===== config.mk =====
export PLATFORM = sky130hd
export DESIGN_NAME = pc_fetch_queue
export DESIGN_NICKNAME = d
export VERILOG_FILES = /design/src/rtl/pc_fetch_queue.sv
export SDC_FILE = /design/constraint.sdc
export NUM_CORES = 1
export LEC_CHECK = 0
export CAP_MARGIN = 20
export CORE_ASPECT_RATIO = 1.2
export CORE_MARGIN = 2
export CORE_UTILIZATION = 49
export CTS_BUF_LIST = sky130_fd_sc_hd__clkbuf_2 sky130_fd_sc_hd__clkbuf_4 sky130_fd_sc_hd__clkbuf_8
export CTS_CLUSTER_DIAMETER = 30
export CTS_CLUSTER_SIZE = 12
export DETAILED_ROUTE_END_ITERATION = 16
export PLACE_DENSITY_LB_ADDON = 0.15
export SLEW_MARGIN = 10
export SYNTH_ARGS = -nofsm -noshare
export SYNTH_HDL_FRONTEND = slang
export SYNTH_SLANG_ARGS = --single-unit

===== constraint.sdc =====
create_clock -name clk -period 4.5 [get_ports clk]
set_clock_uncertainty 0.05 [all_clocks]
set_input_delay 0.9 -clock clk [delete_from_list [all_inputs] [get_ports clk]]
set_output_delay 0.9 -clock clk [all_outputs]
set_load 0.005 [all_outputs]

===== src/rtl/pc_fetch_queue.sv =====
// Fetch-address generator with an in-flight address FIFO and an instruction
// queue feeding decode; redirects flush the queue and drop late responses.
module pc_fetch_queue #(
  parameter int unsigned       ADDR_W   = 32,
  parameter int unsigned       INSTR_W  = 32,
  parameter logic [ADDR_W-1:0] RESET_PC = '0,
  parameter int unsigned       STEP     = 4,
  parameter int unsigned       FQ_DEPTH = 4
) (
  input  logic                        clk,
  input  logic                        reset,
  input  logic                        pc_src,
  input  logic [ADDR_W-1:0]           pc_decode,
  input  logic                        stall,
  output logic                        imem_req_valid,
  input  logic                        imem_req_ready,
  output logic [ADDR_W-1:0]           imem_req_addr,
  input  logic                        imem_rsp_valid,
  input  logic [INSTR_W-1:0]          imem_rsp_data,
  output logic                        out_valid,
  output logic [INSTR_W-1:0]          out_instr,
  output logic [ADDR_W-1:0]           out_pc,
  output logic [ADDR_W-1:0]           out_pc_next,
  output logic [$clog2(FQ_DEPTH):0]   fq_count
);

  localparam int unsigned PTR_W = $clog2(FQ_DEPTH);
  localparam int unsigned CNT_W = PTR_W + 1;
  localparam int unsigned SUM_W = CNT_W + 1;
  localparam logic [ADDR_W-1:0] STEP_V  = ADDR_W'(STEP);
  localparam logic [SUM_W-1:0]  DEPTH_V = SUM_W'(FQ_DEPTH);

  logic [ADDR_W-1:0]  fetch_pc_r;
  logic [CNT_W-1:0]   inflight_r;
  logic [CNT_W-1:0]   drop_cnt_r;
  logic [CNT_W-1:0]   q_cnt_r;
  logic [PTR_W-1:0]   af_wr_r;
  logic [PTR_W-1:0]   af_rd_r;
  logic [PTR_W-1:0]   q_wr_r;
  logic [PTR_W-1:0]   q_rd_r;
  logic [ADDR_W-1:0]  af_mem_r  [FQ_DEPTH];
  logic [ADDR_W-1:0]  q_pc_r    [FQ_DEPTH];
  logic [INSTR_W-1:0] q_instr_r [FQ_DEPTH];

  logic               credit_s;
  logic               req_fire_s;
  logic               rsp_acc_s;
  logic               push_s;
  logic               pop_s;
  logic [SUM_W-1:0]   occupancy_s;
  logic [ADDR_W-1:0]  fetch_pc_nxt_s;
  logic [CNT_W-1:0]   inflight_nxt_s;
  logic [CNT_W-1:0]   drop_nxt_s;
  logic [CNT_W-1:0]   q_cnt_nxt_s;

  // Queued plus outstanding entries never exceed the queue, so responses always fit.
  assign occupancy_s    = {1'b0, q_cnt_r} + {1'b0, inflight_r};
  assign credit_s       = (occupancy_s < DEPTH_V);
  assign imem_req_valid = reset && !pc_src && credit_s;
  assign imem_req_addr  = fetch_pc_r;

  assign out_valid   = (q_cnt_r != '0);
  assign out_instr   = q_instr_r[q_rd_r];
  assign out_pc      = q_pc_r[q_rd_r];
  assign out_pc_next = out_valid ? (out_pc + STEP_V) : '0;
  assign fq_count    = q_cnt_r;

  // Next-state computation for the fetch PC and the bookkeeping counters.
  always_comb begin
    req_fire_s     = imem_req_valid && imem_req_ready;
    rsp_acc_s      = imem_rsp_valid && (inflight_r != '0);
    push_s         = rsp_acc_s && (drop_cnt_r == '0) && !pc_src;
    pop_s          = out_valid && !stall && !pc_src;
    inflight_nxt_s = inflight_r + CNT_W'(req_fire_s) - CNT_W'(rsp_acc_s);

    if (pc_src) begin
      fetch_pc_nxt_s = pc_decode;
      q_cnt_nxt_s    = '0;
      drop_nxt_s     = inflight_r - CNT_W'(rsp_acc_s);
    end else begin
      q_cnt_nxt_s = q_cnt_r + CNT_W'(push_s) - CNT_W'(pop_s);
      if (req_fire_s) begin
        fetch_pc_nxt_s = fetch_pc_r + STEP_V;
      end else begin
        fetch_pc_nxt_s = fetch_pc_r;
      end
      if (rsp_acc_s && (drop_cnt_r != '0)) begin
        drop_nxt_s = drop_cnt_r - CNT_W'(1'b1);
      end else begin
        drop_nxt_s = drop_cnt_r;
      end
    end
  end

  // Control state: PC, counters and FIFO/queue pointers.
  always_ff @(posedge clk or negedge reset) begin
    if (!reset) begin
      fetch_pc_r <= RESET_PC;
      inflight_r <= '0;
      drop_cnt_r <= '0;
      q_cnt_r    <= '0;
      af_wr_r    <= '0;
      af_rd_r    <= '0;
      q_wr_r     <= '0;
      q_rd_r     <= '0;
    end else begin
      fetch_pc_r <= fetch_pc_nxt_s;
      inflight_r <= inflight_nxt_s;
      drop_cnt_r <= drop_nxt_s;
      q_cnt_r    <= q_cnt_nxt_s;
      if (req_fire_s) begin
        af_wr_r <= af_wr_r + PTR_W'(1'b1);
      end
      if (rsp_acc_s) begin
        af_rd_r <= af_rd_r + PTR_W'(1'b1);
      end
      if (pc_src) begin
        q_wr_r <= '0;
        q_rd_r <= '0;
      end else begin
        if (push_s) begin
          q_wr_r <= q_wr_r + PTR_W'(1'b1);
        end
        if (pop_s) begin
          q_rd_r <= q_rd_r + PTR_W'(1'b1);
        end
      end
    end
  end

  // Storage: issued addresses awaiting responses, and the decoded-facing queue.
  always_ff @(posedge clk or negedge reset) begin
    if (!reset) begin
      for (int i = 0; i < int'(FQ_DEPTH); i++) begin
        af_mem_r[i]  <= '0;
        q_pc_r[i]    <= '0;
        q_instr_r[i] <= '0;
      end
    end else begin
      if (req_fire_s) begin
        af_mem_r[af_wr_r] <= fetch_pc_r;
      end
      if (push_s) begin
        q_instr_r[q_wr_r] <= imem_rsp_data;
        q_pc_r[q_wr_r]    <= af_mem_r[af_rd_r];
      end
    end
  end

endmodule


==> out/summary.md, run 1 <==
• completed — result of the run
• 0 — Slew Limit Fails
• 0 — max-cap check violation count
• 0.06 ns — Clk pin slew, worst setup/hold paths
• simple AND/OR/NAND/NOR gates — cell family contributing the most delay on the critical path
• register — sort of element at the start of the critical path
• 0 — final-report hold violation count
• 0 — Synth Warn #
• or4_4 — crit path max-delay cell type
• 1.00 — proportion of register bits with asynchronous set or reset after synthesis
• clkbuf_8 — CTS root buffer
• 3113 — fillcell total
• 0.809 — gp weighted congestion
• 2079 — cell count after placement
• 202 — Port Buf Inserts
• 0.378 — Slew headroom
• 49 — number of distinct standard cells referenced by the synthesized netlist
• 0 — number of nets with antenna violations after routing
• 0.428 — fraction of final layout cells sized beyond drive strength 1
• 5 — total iterations of the first detailed-routing run
• 1406 — Mapped Cells
• 227 um — die height
• 0.976 — final worst-path cycle share
• 3.55 ns — data required time of the critical path
• 1764 — NumNets Final
• 13800 — number of global-route vias before repair
• 14.4 um^2 — mean post-synth cell area
• 0.64 ns — critical path's largest stage delay
• 0.64 ns — Skew-Pair Late Insertion Delay
• 85 — number of buffers created by CTS
• 0.0147 W — total power
• 0.368 — met2 Resource Use GR
• 582 nW/um^2 — pwr dens
• 3 — number of H-tree levels
• 1.53 ns — setup slack on the worst flop-to-flop path
• 549 — violation count after the first detailed-route iteration
• 0 — post-route DRC violation count
• 0.293 mV — highest ir drop seen on vdd
• 3 — Bufs and invs on worst path
• 0.230 — global-route total usage across every layer
• 0.0458 — met3 global-route usage
• register to primary output — category of the most critical setup path
• 0 — number of buffers inserted for hold repair after clock tree synthesis
• 0.496 — Initial Util
• 429 x dfrtp_1, 383 x mux2_2, 186 x clkdlybuf4s50_1 — most used cells in the layout excluding fill and tap cells
• 433 — count of clock tree sinks
• primary output — element type at the critical path end
• dfrtp_1 — commonest non-fill, non-tap cell in the layout
• 13000 — total number of vias
• input pin to asynchronous set/reset pin — Hold WC Path Type
• dfrtp_1 54%, mux2_2 21%, mux4_2 10%, ha_1 1.2%, nand2_1 1.2% — leading cell types by total area after synthesis
• 1498 — post-synth net total
• buf_12 > mux4_2 > nand4_1 > or4_4 > buf_4 > or3_1 > a21oi_2 > clkdlybuf4s15_1 — series of cell instances along the critical path
• 21.2 um — routed wire length per instance
• 0.933 ns — Slew @ Worst Pin
• 4.39 ns — final critical path time including I/O delays and setup
• 5.69 — detailed-route vias per instance
• 20200 um^2 — total standard cell area after synthesis
• 228 MHz — Max Fclk
• 76.5 mm — global-route wire length before repair
• 0.320 — met1 routing resource usage after global routing
• 8 — maximum fanout count along the critical path
• 0.536 — fraction of synthesized cell area taken by the top area cell type
• 11.4 nW — reported leakage power
• 203 — count of boundary I/O pins
• 30.2 mm — HPWL after detailed placement
• done — TritonCTS clock tree
• 3.44 ns — signal arrival time at the worst endpoint
• 40700 um^2 — area of the core region
• 0 — initial antenna violation count
• 0 — overall overflow remaining after global route
• dfrtp_1 — cell type with the largest total area after synthesis
• 0.621 — fraction of the core area covered by cells at the end of the flow
• met2 — global route hottest layer
• dfrtp_1 — top flip-flop cell by instance count after synthesis
• 159 — pin count of the biggest net entering global routing
• 0 — # diodes
• 189 um — die boundary width
• 3 — number of buffers on the longest clock path
• 433 — Synth Register Bits
• 42900 um^2 — Die Outline Area
• 0.129 ns — pre-CTS setup slack
• 0.109 ns — worst setup margin
• 81 — Site Rows
• 0 — EDFF count, synth
• 2281 — number of cells in the finished layout apart from fillers
• 0 — final count of negative-setup-slack endpoints
• 48.3 mm — routed wire length
• 25.0% — area growth from synthesis to layout
• 0.536 — portion of the post-synthesis area used by sequential elements
-- report_power, final --
| group | leakage (nW) | switching, W | internal, W |
|---|---|---|---|
| Sequential | 5.78 | 0.000663 | 0.00485 |
| Combinational | 4.59 | 0.00197 | 0.00273 |
| Clock | 0.998 | 0.00184 | 0.00266 |
-- Yosys cell counts, types with 3 or more instances --
| library cell | number |
|---|---|
| nor3_1 | 9 |
| dfrtp_1 | 433 |
| inv_1 | 23 |
| buf_2 | 30 |
| a21oi_1 | 20 |
| a221o_1 | 4 |
| xnor2_1 | 18 |
| buf_1 | 14 |
| ha_1 | 20 |
| o311ai_0 | 9 |
| and3_1 | 12 |
| o21ai_0 | 42 |
| nor2_1 | 27 |
| nand2b_1 | 6 |
| mux2i_1 | 6 |
| o311ai_1 | 5 |
| nor4_1 | 8 |
| mux2_2 | 383 |
| or4_1 | 7 |
| and4_1 | 7 |
| o211ai_1 | 5 |
| mux4_2 | 94 |
| or3_1 | 11 |
| clkbuf_1 | 49 |
| xor2_1 | 9 |
| a41oi_1 | 8 |
| buf_4 | 3 |
| nand2_1 | 66 |
| o31ai_1 | 5 |
| nand3_1 | 26 |
| and2_1 | 13 |
| a31oi_1 | 3 |
| nand4_1 | 11 |
-- path summary, 6_finish.rpt --
kind	to	cells after the start	startpoint
max in group asynchronous	q_instr_r[16]	3	reset
worst max-delay path	out_pc_next[26]	8	q_rd_r[0]
worst min-delay path	af_mem_r[120]	1	reset
worst max register to register	inflight_r[2]	12	fq_count[2]
min in group clk	af_mem_r[36]	2	af_mem_r[36]
worst min register to register	af_mem_r[36]	2	af_mem_r[36]
-- state kept, by name, indices dropped and copies added, names as in the netlist, 3 cells and up --
register	cells
af_mem_r	128
q_instr_r	128
q_pc_r	128
imem_req_addr	32
drop_cnt_r	3
fq_count	3
inflight_r	3
-- cell families after synthesis --
group,count (synthesis),synth area share
mux,485,0.323
flops,433,0.536
simple gates,213,0.0553
buf+inv,123,0.0272
compound gates,103,0.0324
xor+xnor,27,0.0117
fa+ha+maj,22,0.0144
-- stage by stage --
stage / TNS (ns) / hold WS, ns / cell area, um^2
3_3_place_gp: 0 / 0.407 / 22800
2_1_floorplan: 0 / 0.395 / 20200
3_5_place_dp: 0 / 0.423 / 22800
4_1_cts: 0 / 0.0834 / 25200
6_report: 0 / 0.107 / 25300
5_1_grt: -0.0498 / 0.107 / 25300
-- cell type report --
type,instances,area [um^2],area share
Sequential cell,433,10800,0.429
Multi-Input combinational cell,851,8960,0.354
Timing Repair Buffer,277,2730,0.108
Clock buffer,103,1370,0.0543
Tap cell,539,674,0.0267
Clock inverter,54,621,0.0245
Inverter,24,90.1,0.00356
-- metal layers --
layer | share of wire | vias to the layer above
met4 | 0.021 | 0
met3 | 0.051 | 78
li1 | - | 5770
met2 | 0.47 | 356
met1 | 0.45 | 6766
met5 | 0 | -
-- what timing repair did --
action                                 CTS  global route
cloned                                   2             0
pin swaps                                9             4
setup endpoints to repair               14             5
endpoints found under the hold margin    0             0
buffers inserted                        37             5
gates resized for setup                 41             8
Power figures use the tool's default switching activity.
==> run 2, diff against run 1 <==
- SETUP_SLACK_MARGIN: default -> 0.1
==> run 2 against run 1 <==
Effect of this change:
- non-clock buffer count is 1 lower
- utilization is 0.058 points higher
- clock-buffer cell count stayed put
- global-route usage is 0.089 points higher
- worst hold slack better by 0.0025 ns
- highest routed layer unchanged
- worst setup slack better by 0.0099 ns
- via count is 0.22% higher
==> out/summary.md, run 2 (synthesis results as in run 1) <==
• 13000 — total number of vias, about the same
• 0 — post-route DRC violation count, unchanged
• 30.2 mm — HPWL after detailed placement, unchanged
• q_rd_r[0] — start point of the critical path, unchanged
• 40700 um^2 — area of the core region, unchanged
• 81 — Site Rows, unchanged
• 0 ns — accumulated negative setup slack, unchanged
• 433 — count of clock tree sinks, unchanged
• 0 — Slew Limit Fails, unchanged
• 228 MHz — Max Fclk, about the same
• 0 — # diodes, unchanged
• 76.8 mm — global-route wire length before repair, was 76.5 mm
• 0.00448 W — power spent charging and discharging nets, about the same
• 48.4 mm — routed wire length, was 48.3 mm
• 0.496 — Initial Util, unchanged
• 10800 um^2 — Sequential cell area, unchanged
• 0.938 ns — Slew @ Worst Pin, was 0.933 ns
• 25.1% — area growth from synthesis to layout, was 25.0%
• 0.119 ns — worst setup margin, was 0.109 ns
• 3 — number of H-tree levels, unchanged
• 510 — violation count after the first detailed-route iteration, was 549
• 202 — Port Buf Inserts, unchanged
• 4 — total iterations of the first detailed-routing run, was 5
• 0.973 — final worst-path cycle share, was 0.976
• 25300 um^2 — cell area after layout, about the same
• 11.4 nW — reported leakage power, about the same
• dfrtp_1 — commonest non-fill, non-tap cell in the layout, unchanged
• 9010 um^2 — total area of multi-input combinational cells, was 8960 um^2
• 0.306 — clock group share of total power, about the same
• 85 — number of buffers created by CTS, unchanged
• 0.375 — Slew headroom, was 0.378
• 0.433 — fraction of final layout cells sized beyond drive strength 1, was 0.428
• 0 — number of nets with antenna violations after routing, unchanged
• 0.110 ns — Fin Hold WS, was 0.107 ns
• 0 — max-cap check violation count, unchanged
• 0.809 — gp weighted congestion, unchanged
• 0 — initial antenna violation count, unchanged
• 8 — maximum fanout count along the critical path, unchanged
• primary output — element type at the critical path end, unchanged
• 0.129 ns — pre-CTS setup slack, unchanged
• 0.293 mV — highest ir drop seen on vdd, about the same
• 203 — count of boundary I/O pins, unchanged
• register — sort of element at the start of the critical path, unchanged
• 4.38 ns — final critical path time including I/O delays and setup, was 4.39 ns
• 0.375 — power share of the sequential group, about the same
• 13800 — number of global-route vias before repair, about the same
• input pin to asynchronous set/reset pin — Hold WC Path Type, unchanged
• 0 — final-report hold violation count, unchanged
• 0.64 ns — Skew-Pair Late Insertion Delay, about the same
• 0.231 — global-route total usage across every layer, was 0.230
• 1763 — NumNets Final, was 1764
• clkbuf_8 — CTS root buffer, unchanged
• 3.43 ns — signal arrival time at the worst endpoint, was 3.44 ns
• 0 — overall overflow remaining after global route, unchanged
• register to primary output — category of the most critical setup path, unchanged
• 0.305 — switching share of power, was 0.304
• 0.621 — fraction of the core area covered by cells at the end of the flow, about the same
• 21.2 um — routed wire length per instance, about the same
• completed — result of the run, unchanged
• 1.53 ns — setup slack on the worst flop-to-flop path, about the same
• 227 um — die height, unchanged
• 581 nW/um^2 — pwr dens, was 582 nW/um^2
• 42900 um^2 — Die Outline Area, unchanged
• 0.06 ns — Clk pin slew, worst setup/hold paths, about the same
• af_mem_r x128, q_instr_r x128, q_pc_r x128 — registers with the most flip-flops, unchanged
• fq_count[2] — Reg-to-Reg Start, unchanged
• 159 — pin count of the biggest net entering global routing, unchanged
• 0 — final count of negative-setup-slack endpoints, unchanged
• 0.0102 W — design internal power, about the same
• 22800 um^2 — dpl cell area, unchanged
• 429 x dfrtp_1, 383 x mux2_2, 182 x clkdlybuf4s50_1 — most used cells in the layout excluding fill and tap cells, was 429 x dfrtp_1, 383 x mux2_2, 186 x clkdlybuf4s50_1
• 0.319 — combinational fraction of design power, about the same
• 3106 — fillcell total, was 3113
• yes — setup repair after global routing missed its margin
• 3.55 ns — data required time of the critical path, about the same
• done — TritonCTS clock tree, unchanged
• 5.70 — detailed-route vias per instance, was 5.69
• 3 — number of buffers on the longest clock path, unchanged
• 189 um — die boundary width, unchanged
run 2: changes by cell type in the layout (fill, tap and decap cells not counted), sizes merged:
| cell | previous run | this run |
|---|---|---|
| buf | 77 | 80 |
| clkdlybuf4s50 | 186 | 182 |
| dlygate4sd2 | 9 | 6 |
| clkdlybuf4s15 | 2 | 0 |
| dlymetal6s2s | 0 | 4 |
| clkbuf | 105 | 106 |
run 2: what timing repair did:
| item | 4_1_cts | 5_1_grt |
|---|---|---|
| resized for setup | 49 | 27 |
| hold buffers | 0 | 0 |
| buffers inserted | 40 | 1 |
| pin swaps | 9 | 8 |
| gates cloned | 2 | 0 |
| setup endpoints to repair | 16 | 17 |
run 2: cell type report:
class | instances | share of cell area
Tap cell | 539 | 0.0266
Multi-Input combinational cell | 851 | 0.356
Sequential cell | 433 | 0.428
Clock inverter | 54 | 0.0245
Clock buffer | 103 | 0.0543
Timing Repair Buffer | 276 | 0.107
Inverter | 24 | 0.00356
run 2: power groups by stage:
stage | clock, W | sequential, W | combinational, W
detailed placement | 0 | 0.00569 | 0.00434
CTS | 0.00461 | 0.00558 | 0.00464
global placement | 0 | 0.00563 | 0.00424
global route | 0.00481 | 0.00565 | 0.00506
finish | 0.00451 | 0.00551 | 0.00469
floorplan | 0 | 0.00525 | 0.00285
run 2: critical path, stage by stage, from the launching register on:
cell and delay, ns:
dfrtp_4 0.49, buf_12 0.16, mux4_2 0.37, nand4_1 0.23, or4_4 0.64, buf_4 0.18, or3_1 0.37, mux2i_1 0.20
buf_2 0.15
run 2: worst paths after layout:
| kind | to | cells past startpoint |
|---|---|---|
| worst max-delay path | out_pc_next[28] | 8 |
| worst min-delay path | af_mem_r[120] | 1 |
| worst min register to register | af_mem_r[36] | 2 |
| max in group asynchronous | q_instr_r[16] | 3 |
| worst max register to register | inflight_r[2] | 12 |
| min in group clk | af_mem_r[36] | 2 |
run 2: per-layer routing:
metal / global-route usage / vias to the layer above / routed length (um)
met5: 0 / - / 0
met4: 0.0693 / 0 / 986
met3: 0.0457 / 74 / 2730
met2: 0.370 / 387 / 22900
met1: 0.322 / 6764 / 21700
li1: - / 5774 / -
run 2: per-stage QoR:
stage,instances,total power (W)
5_1_grt,2280,0.0155
4_1_cts,2278,0.0148
6_report,2280,0.0147
3_5_place_dp,2079,0.0100
2_1_floorplan,1406,0.00810
3_3_place_gp,2079,0.00987
==> RTL edit, RTL diff (settings of run 1) <==
Put one more register stage on the output `fq_count`, without a reset. The value now appears one clock later. The other outputs are not delayed to match.
--- a/src/rtl/pc_fetch_queue.sv
+++ b/src/rtl/pc_fetch_queue.sv
@@ -64,5 +64,7 @@
   assign out_pc      = q_pc_r[q_rd_r];
   assign out_pc_next = out_valid ? (out_pc + STEP_V) : '0;
-  assign fq_count    = q_cnt_r;
+  always_ff @(posedge clk) begin
+    fq_count <= q_cnt_r;
+  end
 
   // Next-state computation for the fetch PC and the bookkeeping counters.
Function: changed (a bounded check fails within 4 cycles, from zero or initial values and one cycle with reset low).
==> RTL edit against run 1 <==
  * Synthesized cell count fell by 1.4%
  * Setup slack better by 20 ps
  * Sequential share of layout area barely moved
  * Power grew 5.1%
  * Sequential power rose by 4%
  * Global-route usage down 0.63 points
  * Wire length down 4.1%
  * Die area is essentially flat
  * Combinational power fell by 4%
  * Critical path depth up 1
  * Area after synthesis about the same
  * Final area grew 0.47%
  * Sequential cell count is 3 higher
  * Critical path type unchanged
  * Highest routed layer unchanged
==> RTL edit: results (changes against run 1) <==
stage,metric,value,unit,change
drt,initialDrtViolationCount,520,,-5.3%
synthesis,synthAdderAreaFrac,1.43,%,about the same
power,max-vdd-ir-drop,0.392,mV,+34%
drt,wl,46300,µm,-4.1%
placement,post_dp_cell_area,0.0228,mm²,about the same
drt,num_vias,12400,,-4.2%
synthesis,synthTopCellsByCount,"dfrtp_1, mux2_2, mux4_2, nand2_1, nor2_1",,
global_route,grt_start_max_net_pins,158,,-0.63%
synthesis,async_flop_share,99.3,%,-0.69 points
finish,n_all_inverters,25,,+4.2%
finish,nNetsFinal,1722,,-2.4%
finish,multiInputCombCellCount,832,,-2.2%
drt,routedWlPerCell,20.6,µm,-2.7%
setup_path,r2r_end,q_cnt_r[2]$_DFF_PN0_,,
placement,dp_hpwl,29600,µm,-2.0%
global_route,grtUsageTotal,22.4,%,-0.63 points
setup_path,r2r_setup_slack,1550,ps,+20 ps
finish,drive_gt1_share,40.7,%,-2.1 points
finish,clkbuf_count,111,,+7.8%
finish,area_share_clock_buf_inv,9.31,%,+1.4 points
finish,nonClkBufAreaFrac,9.93,%,-0.85 points
synthesis,synthesis.nets,1479,,-1.3%
finish,n_fill_cell,3100,,-0.42%
global_route,first_global_vias,13500,,-2.2%
synthesis,synthXorXnorAreaFrac,2.12,%,+0.95 points
setup_path,cp.arrival,3420,ps,-20 ps
cts,cts_buffers,93,,+9.4%
power,power.density,609,mW/mm²,+4.6%
outcome,status,"finished, final reports clean",,
finish,syn2layout_area_growth,25.6,%,
finish,regArea,0.0109,mm²,+0.53%
finish,multi_input_area_share,34.8,%,-0.60 points
synthesis,synth-seq-cells,436,,+0.69%
synthesis,synth.distinct_cells,51,,+4.1%
synthesis,synth_area_leaders,"dfrtp_1, mux2_2, mux4_2, mux2_1, xnor2_1",,
placement,globalplace.congestion,0.798,,-1.3%
-- RTL edit: report_power, final --
group / switching [mW] / internal [mW] / leakage (nW)
clock: 1.94 / 3.29 / 1.16
combinational: 1.80 / 2.71 / 4.43
sequential: 0.749 / 4.96 / 5.79
-- RTL edit: per-layer routing --
metal	wire length, µm	GRT usage, %	vias up	share of wire, %
met4	1050	8.73	0	2.3
met1	20200	29.5	6438	44
met2	22800	36.9	315	49
met5	0	0	-	0
li1	-	-	5602	-
met3	2270	4.15	67	4.9
-- RTL edit: timing repair --
action | CTS | global route
gates cloned | 1 | 1
gates resized for setup | 8 | 2
buffers inserted | 7 | 2
setup endpoints to repair | 21 | 7
pin swaps | 2 | 0
-- RTL edit: critical path, stage by stage, from the launching register on --
cell,delay [ps]
dfrtp_4,520
buf_6,190
mux4_2,400
and4_4,280
nand4_4,160
buf_8,220
nor4_2,290
xnor2_1,100
nor2_1,90
clkdlybuf4s50_1,510
